`src/rtl/color_key_filter_if.sv`:
```
// Pixel stream bundle for color_key_filter: keyed input pixels, filtered output pixels and frame stats.
// Bounding-box ports exist only when COLOR_KEY_BBOX_EN is defined.
interface color_key_filter_if #(
  parameter int unsigned DW = 10,
  parameter int unsigned CW = 20
`ifdef COLOR_KEY_BBOX_EN
  ,
  parameter int unsigned XW = 11,
  parameter int unsigned YW = 10
`endif
);
  logic          iDVAL;
  logic          iSOF;
  logic [DW-1:0] iR;
  logic [DW-1:0] iG;
  logic [DW-1:0] iB;
  logic [1:0]    iKEY_SEL;
  logic [7:0]    iTHRESH;

  logic          oDVAL;
  logic [DW-1:0] oR;
  logic [DW-1:0] oG;
  logic [DW-1:0] oB;
  logic [DW-1:0] oBIN;
  logic          oMASK;
  logic [CW-1:0] oPASS_CNT;
  logic          oSTAT_VALID;

`ifdef COLOR_KEY_BBOX_EN
  logic [XW-1:0] oX_MIN;
  logic [XW-1:0] oX_MAX;
  logic [YW-1:0] oY_MIN;
  logic [YW-1:0] oY_MAX;

  modport master (
    output iDVAL, iSOF, iR, iG, iB, iKEY_SEL, iTHRESH,
    input  oDVAL, oR, oG, oB, oBIN, oMASK, oPASS_CNT, oSTAT_VALID,
    input  oX_MIN, oX_MAX, oY_MIN, oY_MAX
  );
  modport slave (
    input  iDVAL, iSOF, iR, iG, iB, iKEY_SEL, iTHRESH,
    output oDVAL, oR, oG, oB, oBIN, oMASK, oPASS_CNT, oSTAT_VALID,
    output oX_MIN, oX_MAX, oY_MIN, oY_MAX
  );
`else
  modport master (
    output iDVAL, iSOF, iR, iG, iB, iKEY_SEL, iTHRESH,
    input  oDVAL, oR, oG, oB, oBIN, oMASK, oPASS_CNT, oSTAT_VALID
  );
  modport slave (
    input  iDVAL, iSOF, iR, iG, iB, iKEY_SEL, iTHRESH,
    output oDVAL, oR, oG, oB, oBIN, oMASK, oPASS_CNT, oSTAT_VALID
  );
`endif
endinterface

```
`src/rtl/color_key_filter.sv`:
```
// color_key_filter: 3-stage colour-dominance key with per-frame pass statistics.
// Optional bounding-box statistics are enabled by defining COLOR_KEY_BBOX_EN.
module color_key_filter #(
  parameter int unsigned DW       = 10,
  parameter int unsigned H_ACTIVE = 640,
  parameter int unsigned CW       = 20,
  parameter int unsigned XW       = 11,
  parameter int unsigned YW       = 10
) (
  input logic               iCLK,
  input logic               iRST_N,
  color_key_filter_if.slave pix
);
  localparam int unsigned   KW         = 8;
  localparam logic [1:0]    KEY_G      = 2'd1;
  localparam logic [1:0]    KEY_B      = 2'd2;
  localparam logic [1:0]    KEY_BYPASS = 2'd3;
  localparam logic [XW-1:0] X_LAST     = XW'(H_ACTIVE - 1);

  typedef enum logic {IDLE, RUN} statsStateT;

  logic                 startPix;
  logic [1:0]           modeLat, modeEff;
  logic [KW-1:0]        thrLat, thrEff, keyCh, oth1, oth2;
  logic signed [KW:0]   diff1, diff2;

  logic                 s1Valid, s1Sof, s1Bypass;
  logic [DW-1:0]        s1R, s1G, s1B;
  logic signed [KW:0]   s1Diff1, s1Diff2;
  logic [KW-1:0]        s1Thr;

  logic                 s2Valid, s2Sof, s2Pass, keep;
  logic [DW-1:0]        s2R, s2G, s2B;
  logic                 s3Sof;

  statsStateT           state, stateNext;
  logic [CW-1:0]        cnt, cntNext, passCntNext;
  logic                 statValidNext;
  logic [XW-1:0]        xPos, xPosNext, coordX;
  logic [YW-1:0]        yPos, yPosNext, coordY;

  // A SOF pixel already uses the mode/threshold it carries.
  assign startPix = pix.iDVAL && pix.iSOF;
  assign modeEff  = startPix ? pix.iKEY_SEL : modeLat;
  assign thrEff   = startPix ? pix.iTHRESH  : thrLat;

  always_comb begin
    keyCh = pix.iR[DW-1 -: KW];
    oth1  = pix.iG[DW-1 -: KW];
    oth2  = pix.iB[DW-1 -: KW];
    case (modeEff)
      KEY_G: begin
        keyCh = pix.iG[DW-1 -: KW];
        oth1  = pix.iR[DW-1 -: KW];
      end
      KEY_B: begin
        keyCh = pix.iB[DW-1 -: KW];
        oth1  = pix.iR[DW-1 -: KW];
        oth2  = pix.iG[DW-1 -: KW];
      end
      default: ;
    endcase
    diff1 = $signed({1'b0, keyCh}) - $signed({1'b0, oth1});
    diff2 = $signed({1'b0, keyCh}) - $signed({1'b0, oth2});
  end

  always_ff @(posedge iCLK or negedge iRST_N) begin : stage1
    if (!iRST_N) begin
      modeLat  <= 2'd0;
      thrLat   <= 8'h20;
      s1Valid  <= 1'b0;
      s1Sof    <= 1'b0;
      s1Bypass <= 1'b0;
      s1R      <= '0;
      s1G      <= '0;
      s1B      <= '0;
      s1Diff1  <= '0;
      s1Diff2  <= '0;
      s1Thr    <= '0;
    end else begin
      s1Valid <= pix.iDVAL;
      s1Sof   <= startPix;
      if (startPix) begin
        modeLat <= pix.iKEY_SEL;
        thrLat  <= pix.iTHRESH;
      end
      if (pix.iDVAL) begin
        s1R      <= pix.iR;
        s1G      <= pix.iG;
        s1B      <= pix.iB;
        s1Diff1  <= diff1;
        s1Diff2  <= diff2;
        s1Thr    <= thrEff;
        s1Bypass <= (modeEff == KEY_BYPASS);
      end
    end
  end

  always_ff @(posedge iCLK or negedge iRST_N) begin : stage2
    if (!iRST_N) begin
      s2Valid <= 1'b0;
      s2Sof   <= 1'b0;
      s2Pass  <= 1'b0;
      s2R     <= '0;
      s2G     <= '0;
      s2B     <= '0;
    end else begin
      s2Valid <= s1Valid;
      s2Sof   <= s1Sof;
      if (s1Valid) begin
        s2Pass <= s1Bypass || ((s1Diff1 >= $signed({1'b0, s1Thr})) &&
                               (s1Diff2 >= $signed({1'b0, s1Thr})));
        s2R    <= s1R;
        s2G    <= s1G;
        s2B    <= s1B;
      end
    end
  end

  assign keep = s2Valid && s2Pass;

  always_ff @(posedge iCLK or negedge iRST_N) begin : stage3
    if (!iRST_N) begin
      pix.oDVAL <= 1'b0;
      pix.oMASK <= 1'b0;
      pix.oR    <= '0;
      pix.oG    <= '0;
      pix.oB    <= '0;
      pix.oBIN  <= '0;
      s3Sof     <= 1'b0;
    end else begin
      pix.oDVAL <= s2Valid;
      pix.oMASK <= keep;
      pix.oR    <= keep ? s2R : '0;
      pix.oG    <= keep ? s2G : '0;
      pix.oB    <= keep ? s2B : '0;
      pix.oBIN  <= {DW{keep}};
      s3Sof     <= s2Valid && s2Sof;
    end
  end

`ifdef COLOR_KEY_BBOX_EN
  logic [XW-1:0] xMinRun, xMaxRun, xMinNext, xMaxNext, xMinOutNext, xMaxOutNext;
  logic [YW-1:0] yMinRun, yMaxRun, yMinNext, yMaxNext, yMinOutNext, yMaxOutNext;
`endif

  // Stats FSM works on the S3 pixel; frame N is reported at the SOF of frame N+1.
  always_comb begin
    stateNext     = state;
    cntNext       = cnt;
    passCntNext   = pix.oPASS_CNT;
    statValidNext = 1'b0;
    xPosNext      = xPos;
    yPosNext      = yPos;
    coordX        = s3Sof ? '0 : xPos;
    coordY        = s3Sof ? '0 : yPos;
`ifdef COLOR_KEY_BBOX_EN
    xMinNext    = xMinRun;
    xMaxNext    = xMaxRun;
    yMinNext    = yMinRun;
    yMaxNext    = yMaxRun;
    xMinOutNext = pix.oX_MIN;
    xMaxOutNext = pix.oX_MAX;
    yMinOutNext = pix.oY_MIN;
    yMaxOutNext = pix.oY_MAX;
`endif
    if (pix.oDVAL) begin
      if (coordX == X_LAST) begin
        xPosNext = '0;
        yPosNext = (coordY == '1) ? coordY : coordY + 1'b1;
      end else begin
        xPosNext = coordX + 1'b1;
        yPosNext = coordY;
      end

      if (s3Sof) begin
        if (state == RUN) begin
          passCntNext   = cnt;
          statValidNext = 1'b1;
`ifdef COLOR_KEY_BBOX_EN
          xMinOutNext = xMinRun;
          xMaxOutNext = xMaxRun;
          yMinOutNext = yMinRun;
          yMaxOutNext = yMaxRun;
`endif
        end
        stateNext = RUN;
        cntNext   = CW'(pix.oMASK);
`ifdef COLOR_KEY_BBOX_EN
        xMinNext = '1;
        xMaxNext = '0;
        yMinNext = '1;
        yMaxNext = '0;
`endif
      end else if (state == RUN && pix.oMASK && cnt != '1) begin
        cntNext = cnt + 1'b1;
      end

`ifdef COLOR_KEY_BBOX_EN
      if (pix.oMASK && (s3Sof || state == RUN)) begin
        if (coordX < xMinNext) xMinNext = coordX;
        if (coordX > xMaxNext) xMaxNext = coordX;
        if (coordY < yMinNext) yMinNext = coordY;
        if (coordY > yMaxNext) yMaxNext = coordY;
      end
`endif
    end
  end

  always_ff @(posedge iCLK or negedge iRST_N) begin : statsReg
    if (!iRST_N) begin
      state           <= IDLE;
      cnt             <= '0;
      xPos            <= '0;
      yPos            <= '0;
      pix.oPASS_CNT   <= '0;
      pix.oSTAT_VALID <= 1'b0;
`ifdef COLOR_KEY_BBOX_EN
      xMinRun    <= '1;
      xMaxRun    <= '0;
      yMinRun    <= '1;
      yMaxRun    <= '0;
      pix.oX_MIN <= '0;
      pix.oX_MAX <= '0;
      pix.oY_MIN <= '0;
      pix.oY_MAX <= '0;
`endif
    end else begin
      state           <= stateNext;
      cnt             <= cntNext;
      xPos            <= xPosNext;
      yPos            <= yPosNext;
      pix.oPASS_CNT   <= passCntNext;
      pix.oSTAT_VALID <= statValidNext;
`ifdef COLOR_KEY_BBOX_EN
      xMinRun    <= xMinNext;
      xMaxRun    <= xMaxNext;
      yMinRun    <= yMinNext;
      yMaxRun    <= yMaxNext;
      pix.oX_MIN <= xMinOutNext;
      pix.oX_MAX <= xMaxOutNext;
      pix.oY_MIN <= yMinOutNext;
      pix.oY_MAX <= yMaxOutNext;
`endif
    end
  end
endmodule

```
`src/flat_wrapper.sv`:
```
// flat-port wrapper written by rule: the top's interface ports become plain ports
module color_key_filter_flat 
#(
  parameter int unsigned DW       = 10,
  parameter int unsigned H_ACTIVE = 640,
  parameter int unsigned CW       = 20,
  parameter int unsigned XW       = 11,
  parameter int unsigned YW       = 10
)
  (iCLK, iRST_N, pix_iDVAL, pix_iSOF, pix_iR, pix_iG, pix_iB, pix_iKEY_SEL, pix_iTHRESH, pix_oDVAL, pix_oR, pix_oG, pix_oB, pix_oBIN, pix_oMASK, pix_oPASS_CNT, pix_oSTAT_VALID);
  color_key_filter_if #(.DW(DW), .CW(CW)) pix_i ();
  input logic iCLK;
  input logic iRST_N;
  input wire logic [$bits(pix_i.iDVAL)-1:0] pix_iDVAL;
  input wire logic [$bits(pix_i.iSOF)-1:0] pix_iSOF;
  input wire logic [$bits(pix_i.iR)-1:0] pix_iR;
  input wire logic [$bits(pix_i.iG)-1:0] pix_iG;
  input wire logic [$bits(pix_i.iB)-1:0] pix_iB;
  input wire logic [$bits(pix_i.iKEY_SEL)-1:0] pix_iKEY_SEL;
  input wire logic [$bits(pix_i.iTHRESH)-1:0] pix_iTHRESH;
  output wire logic [$bits(pix_i.oDVAL)-1:0] pix_oDVAL;
  output wire logic [$bits(pix_i.oR)-1:0] pix_oR;
  output wire logic [$bits(pix_i.oG)-1:0] pix_oG;
  output wire logic [$bits(pix_i.oB)-1:0] pix_oB;
  output wire logic [$bits(pix_i.oBIN)-1:0] pix_oBIN;
  output wire logic [$bits(pix_i.oMASK)-1:0] pix_oMASK;
  output wire logic [$bits(pix_i.oPASS_CNT)-1:0] pix_oPASS_CNT;
  output wire logic [$bits(pix_i.oSTAT_VALID)-1:0] pix_oSTAT_VALID;
  assign pix_i.iDVAL = pix_iDVAL;
  assign pix_i.iSOF = pix_iSOF;
  assign pix_i.iR = pix_iR;
  assign pix_i.iG = pix_iG;
  assign pix_i.iB = pix_iB;
  assign pix_i.iKEY_SEL = pix_iKEY_SEL;
  assign pix_i.iTHRESH = pix_iTHRESH;
  assign pix_oDVAL = pix_i.oDVAL;
  assign pix_oR = pix_i.oR;
  assign pix_oG = pix_i.oG;
  assign pix_oB = pix_i.oB;
  assign pix_oBIN = pix_i.oBIN;
  assign pix_oMASK = pix_i.oMASK;
  assign pix_oPASS_CNT = pix_i.oPASS_CNT;
  assign pix_oSTAT_VALID = pix_i.oSTAT_VALID;
  color_key_filter #(.DW(DW), .H_ACTIVE(H_ACTIVE), .CW(CW), .XW(XW), .YW(YW)) u_core (.iCLK(iCLK), .iRST_N(iRST_N), .pix(pix_i));
endmodule
```
`config.mk`:
```
export PLATFORM = sky130hd
export DESIGN_NAME = color_key_filter_flat
export DESIGN_NICKNAME = d
export VERILOG_FILES = /design/src/rtl/color_key_filter_if.sv /design/src/rtl/color_key_filter.sv /design/src/flat_wrapper.sv
export SDC_FILE = /design/constraint.sdc
export NUM_CORES = 1
export LEC_CHECK = 0
export CAP_MARGIN = 20
export CORE_ASPECT_RATIO = 0.6
export CORE_MARGIN = 3
export CORE_UTILIZATION = 30
export DETAILED_ROUTE_END_ITERATION = 10
export GPL_TIMING_DRIVEN = 1
export PLACE_DENSITY = 0.54
export RECOVER_POWER = 50
export SETUP_SLACK_MARGIN = 0.05
export SYNTH_ARGS = -nofsm -noshare
export SYNTH_HDL_FRONTEND = slang
export SYNTH_SLANG_ARGS = --single-unit
export TNS_END_PERCENT = 1
```
`constraint.sdc`:
```
create_clock -name iCLK -period 4.2 [get_ports iCLK]
set_clock_uncertainty 0.05 [all_clocks]
set_input_delay 0.84 -clock iCLK [delete_from_list [all_inputs] [get_ports iCLK]]
set_output_delay 0.84 -clock iCLK [all_outputs]
set_load 0.05 [all_outputs]
```
==> reports/results.txt <==
Most frequent cells in the layout - 176 x dfrtp_1, 104 x clkdlybuf4s50_1, 97 x mux2_2, 39 x nor2_1, 35 x and3_1
Critical path cell sequence - clkdlybuf4s50_1 -> nand2_2 -> mux2_4 -> ha_1 -> buf_4 -> mux2i_1 -> xnor2_1 -> ha_1 -> a221oi_4 -> a21oi_2 -> a2111oi_4 -> nor3_1 -> o41ai_1
Outcome - complete, but fails checks
Grt ovf - 0
TritonCTS clock tree - built
CTS max path bufs - 2
Post-DP HPWL - 15600 µm
Worst Path Required - 4.46 ns
Actual slew at the worst max-slew pin - 3.00 ns
Critical path class - in2reg
Vias in the first global route - 5652
Register area share after synthesis - 0.519
Minimum clock period - 3.88 ns
Failing checks - capacitance limit, slew limit
Peak supply drop - 0.297 mV
Power per cell area - 502 mW/mm²
Clk Latency, worst-skew pair - 0.43 ns
Buf+Inv Stages, Crit Path - 2
Cell variety after synth - 75
WHS - 0.301 ns
Synth Flop Type - dfrtp_1
Syn Inst Count - 710
Final instance area - 0.0107 mm²
CORE AREA - 0.0278 mm²
Clock-pin slew on the worst setup and hold paths - 0.07 ns
Max_cap viols - 1
Cell area after placement - 0.0101 mm²
First-pass DRT Iterations - 5
Max Freq - 258 MHz
Final hold vios - 0
DR iter-0 viols - 442
Number of port buffers - 106
Syn avg cell area - 12.0 µm²
Die Area - 0.0306 mm²
Mapped Area - 0.00853 mm²
RSZ-0062 raised after global routing - no
First-pass GRT wire length - 33500 µm
Final setup viols - 0
Final core occ - 0.384
Fin nets - 896
Ant. Diodes - 0
I/O Pins - 107
Most common cell after layout, fill and taps aside - dfrtp_1
Number of setup buffers added after CTS - 0
Leak Pwr - 4.81 nW
Worst Path Max Fanout - 8
DIE HEIGHT - 137 µm
Relative max-transition margin - -0.999
Filler Cells Inserted - 2736
# DRC - 0
Chip Width - 224 µm
Critical path's top delay family - compound AO/OA/AOI/OAI gates
Largest net degree at the start of global routing - 85
Worst path arrival time - 4.14 ns
Row Count - 47
Slew Viols, Final - 68
EDFF count, synth - 0
DRT Wirelength - 21200 µm
Total number of vias - 5711
Routed Antenna Nets - 0
WL/cell - 17.6 µm
Fraction of registers with async set/reset - 1.00
Period utilization - 0.925
Initial antenna violation count - 0
Hold WC Path Type - reg2reg
Hold-fix buffers, CTS - 0
CP Capture Type - flip-flop
Most used cell along the critical path - ha_1
Synth-to-Final Area Change - 25.1%
Synth warn - 0
Post-CTS resize count - 0
Gr usage total - 0.143
Starting Density - 0.307
Vias per cell - 4.74
TritonCTS buffer count - 17
CTS H-Tree Depth - 4
Routability cong. - 0.874
Crit path largest cell delay - 0.51 ns
Slowest-stage cell, CP - clkdlybuf4s50_1
# clock sinks - 177
CTS root buf - clkbuf_16
CP startpoint kind - input port
Final setup TNS - 0 ns
Synth Net Count - 782
Layout cells sized above 1 - 0.228
Yosys reg bits - 177
## power breakdown
part           leakage (nW)  internal, mW  total, mW  switching, mW
combinational          2.32         0.772       1.67          0.894
clock                 0.276         0.899       1.59          0.692
sequential             2.22          1.94       2.10          0.157
## sequential cells by signal (all words and copies together), names as in the netlist, 10 cells and up
name and cells:
u_core.pix.oR 10, u_core.s2B 10, u_core.pix.oB 10, u_core.s1G 10, u_core.pix.oPASS_CNT 20, u_core.pix.oG 10, u_core.s1R 10, u_core.s2R 10
u_core.s2G 10, u_core.s1B 10, u_core.cnt 20
## worst reg2reg max path, stage by stage, from the launching register on
cell       delay (ns)
dfrtp_1          0.36
mux2_4           0.26
ha_1             0.46
buf_4            0.18
mux2i_1          0.31
xnor2_1          0.12
ha_1             0.24
a221oi_4         0.22
a21oi_2          0.13
a2111oi_4        0.26
nor3_1           0.10
o41ai_1          0.31
## stage by stage
stage | worst slack, ns | total power, mW | std cells
6_report | 0.317 | 5.35 | 1204
5_1_grt | 0.130 | 5.67 | 1204
4_1_cts | 0.354 | 5.41 | 1204
3_5_place_dp | -0.0997 | 3.80 | 1172
3_3_place_gp | 0.00536 | 3.78 | 1172
2_1_floorplan | 0.0687 | 3.26 | 710
## cells by family after synthesis
logic type / count (synthesis) / share of synthesized area
xor+xnor: 36 / 0.0370
fa+ha+maj: 30 / 0.0436
simple gates: 168 / 0.106
mux: 113 / 0.148
buf+inv: 69 / 0.0430
compound gates: 117 / 0.104
flops: 177 / 0.519
## synthesized netlist by cell type, drive strengths merged, types with 4 or more instances
| library cell | count | area (µm²) |
|---|---|---|
| a2111oi | 5 | 70.1 |
| a211oi | 4 | 40.0 |
| a21boi | 5 | 45.0 |
| a21o | 8 | 60.1 |
| a21oi | 26 | 134 |
| a221o | 4 | 40.0 |
| a22oi | 6 | 68.8 |
| a31oi | 6 | 37.5 |
| and2 | 9 | 58.8 |
| and3 | 35 | 219 |
| buf | 28 | 213 |
| clkbuf | 20 | 75.1 |
| dfrtp | 176 | 4400 |
| ha | 28 | 350 |
| inv | 21 | 78.8 |
| mux2 | 99 | 1120 |
| mux2i | 14 | 140 |
| nand2 | 32 | 120 |
| nand2b | 13 | 81.3 |
| nand3 | 15 | 75.1 |
| nand3b | 5 | 50.1 |
| nor2 | 39 | 146 |
| nor3 | 5 | 30.0 |
| o21ai | 27 | 139 |
| o22ai | 4 | 31.3 |
| xnor2 | 12 | 105 |
| xor2 | 24 | 210 |
## final timing paths
| path | end | slack (ns) | cells after the start | from |
|---|---|---|---|---|
| max in group asynchronous | u_core.pix.oG[5] | 0.81 | 2 | iRST_N |
| worst max register to register | u_core.s1Diff1[8] | 1.07 | 11 | u_core.modeLat[1] |
| min in group asynchronous | u_core.pix.oR[4] | 1.37 | 1 | iRST_N |
| worst min-delay path | u_core.s2Sof | 0.30 | 0 | u_core.s1Sof |
| worst min register to register | u_core.s2Sof | 0.30 | 0 | u_core.s1Sof |
| worst max-delay path | u_core.s1Diff1[8] | 0.32 | 13 | pix_iSOF |
## layout make-up
class	instances	area, µm²	share of cell area
clock buffer	21	450	0.0422
clock inverter	11	130	0.0122
sequential	177	4430	0.415
timing repair buffer	143	1340	0.126
inverter	21	78.8	0.00739
multi-input combinational	464	3780	0.354
tap	367	459	0.0430
## metal layers
metal | global-route usage | wire length (µm)
met5 | 0 | 0
met1 | 0.226 | 11400
met2 | 0.197 | 8630
met4 | 0.0341 | 144
met3 | 0.0302 | 1010
No activity file was read; power rests on OpenSTA's default activity.
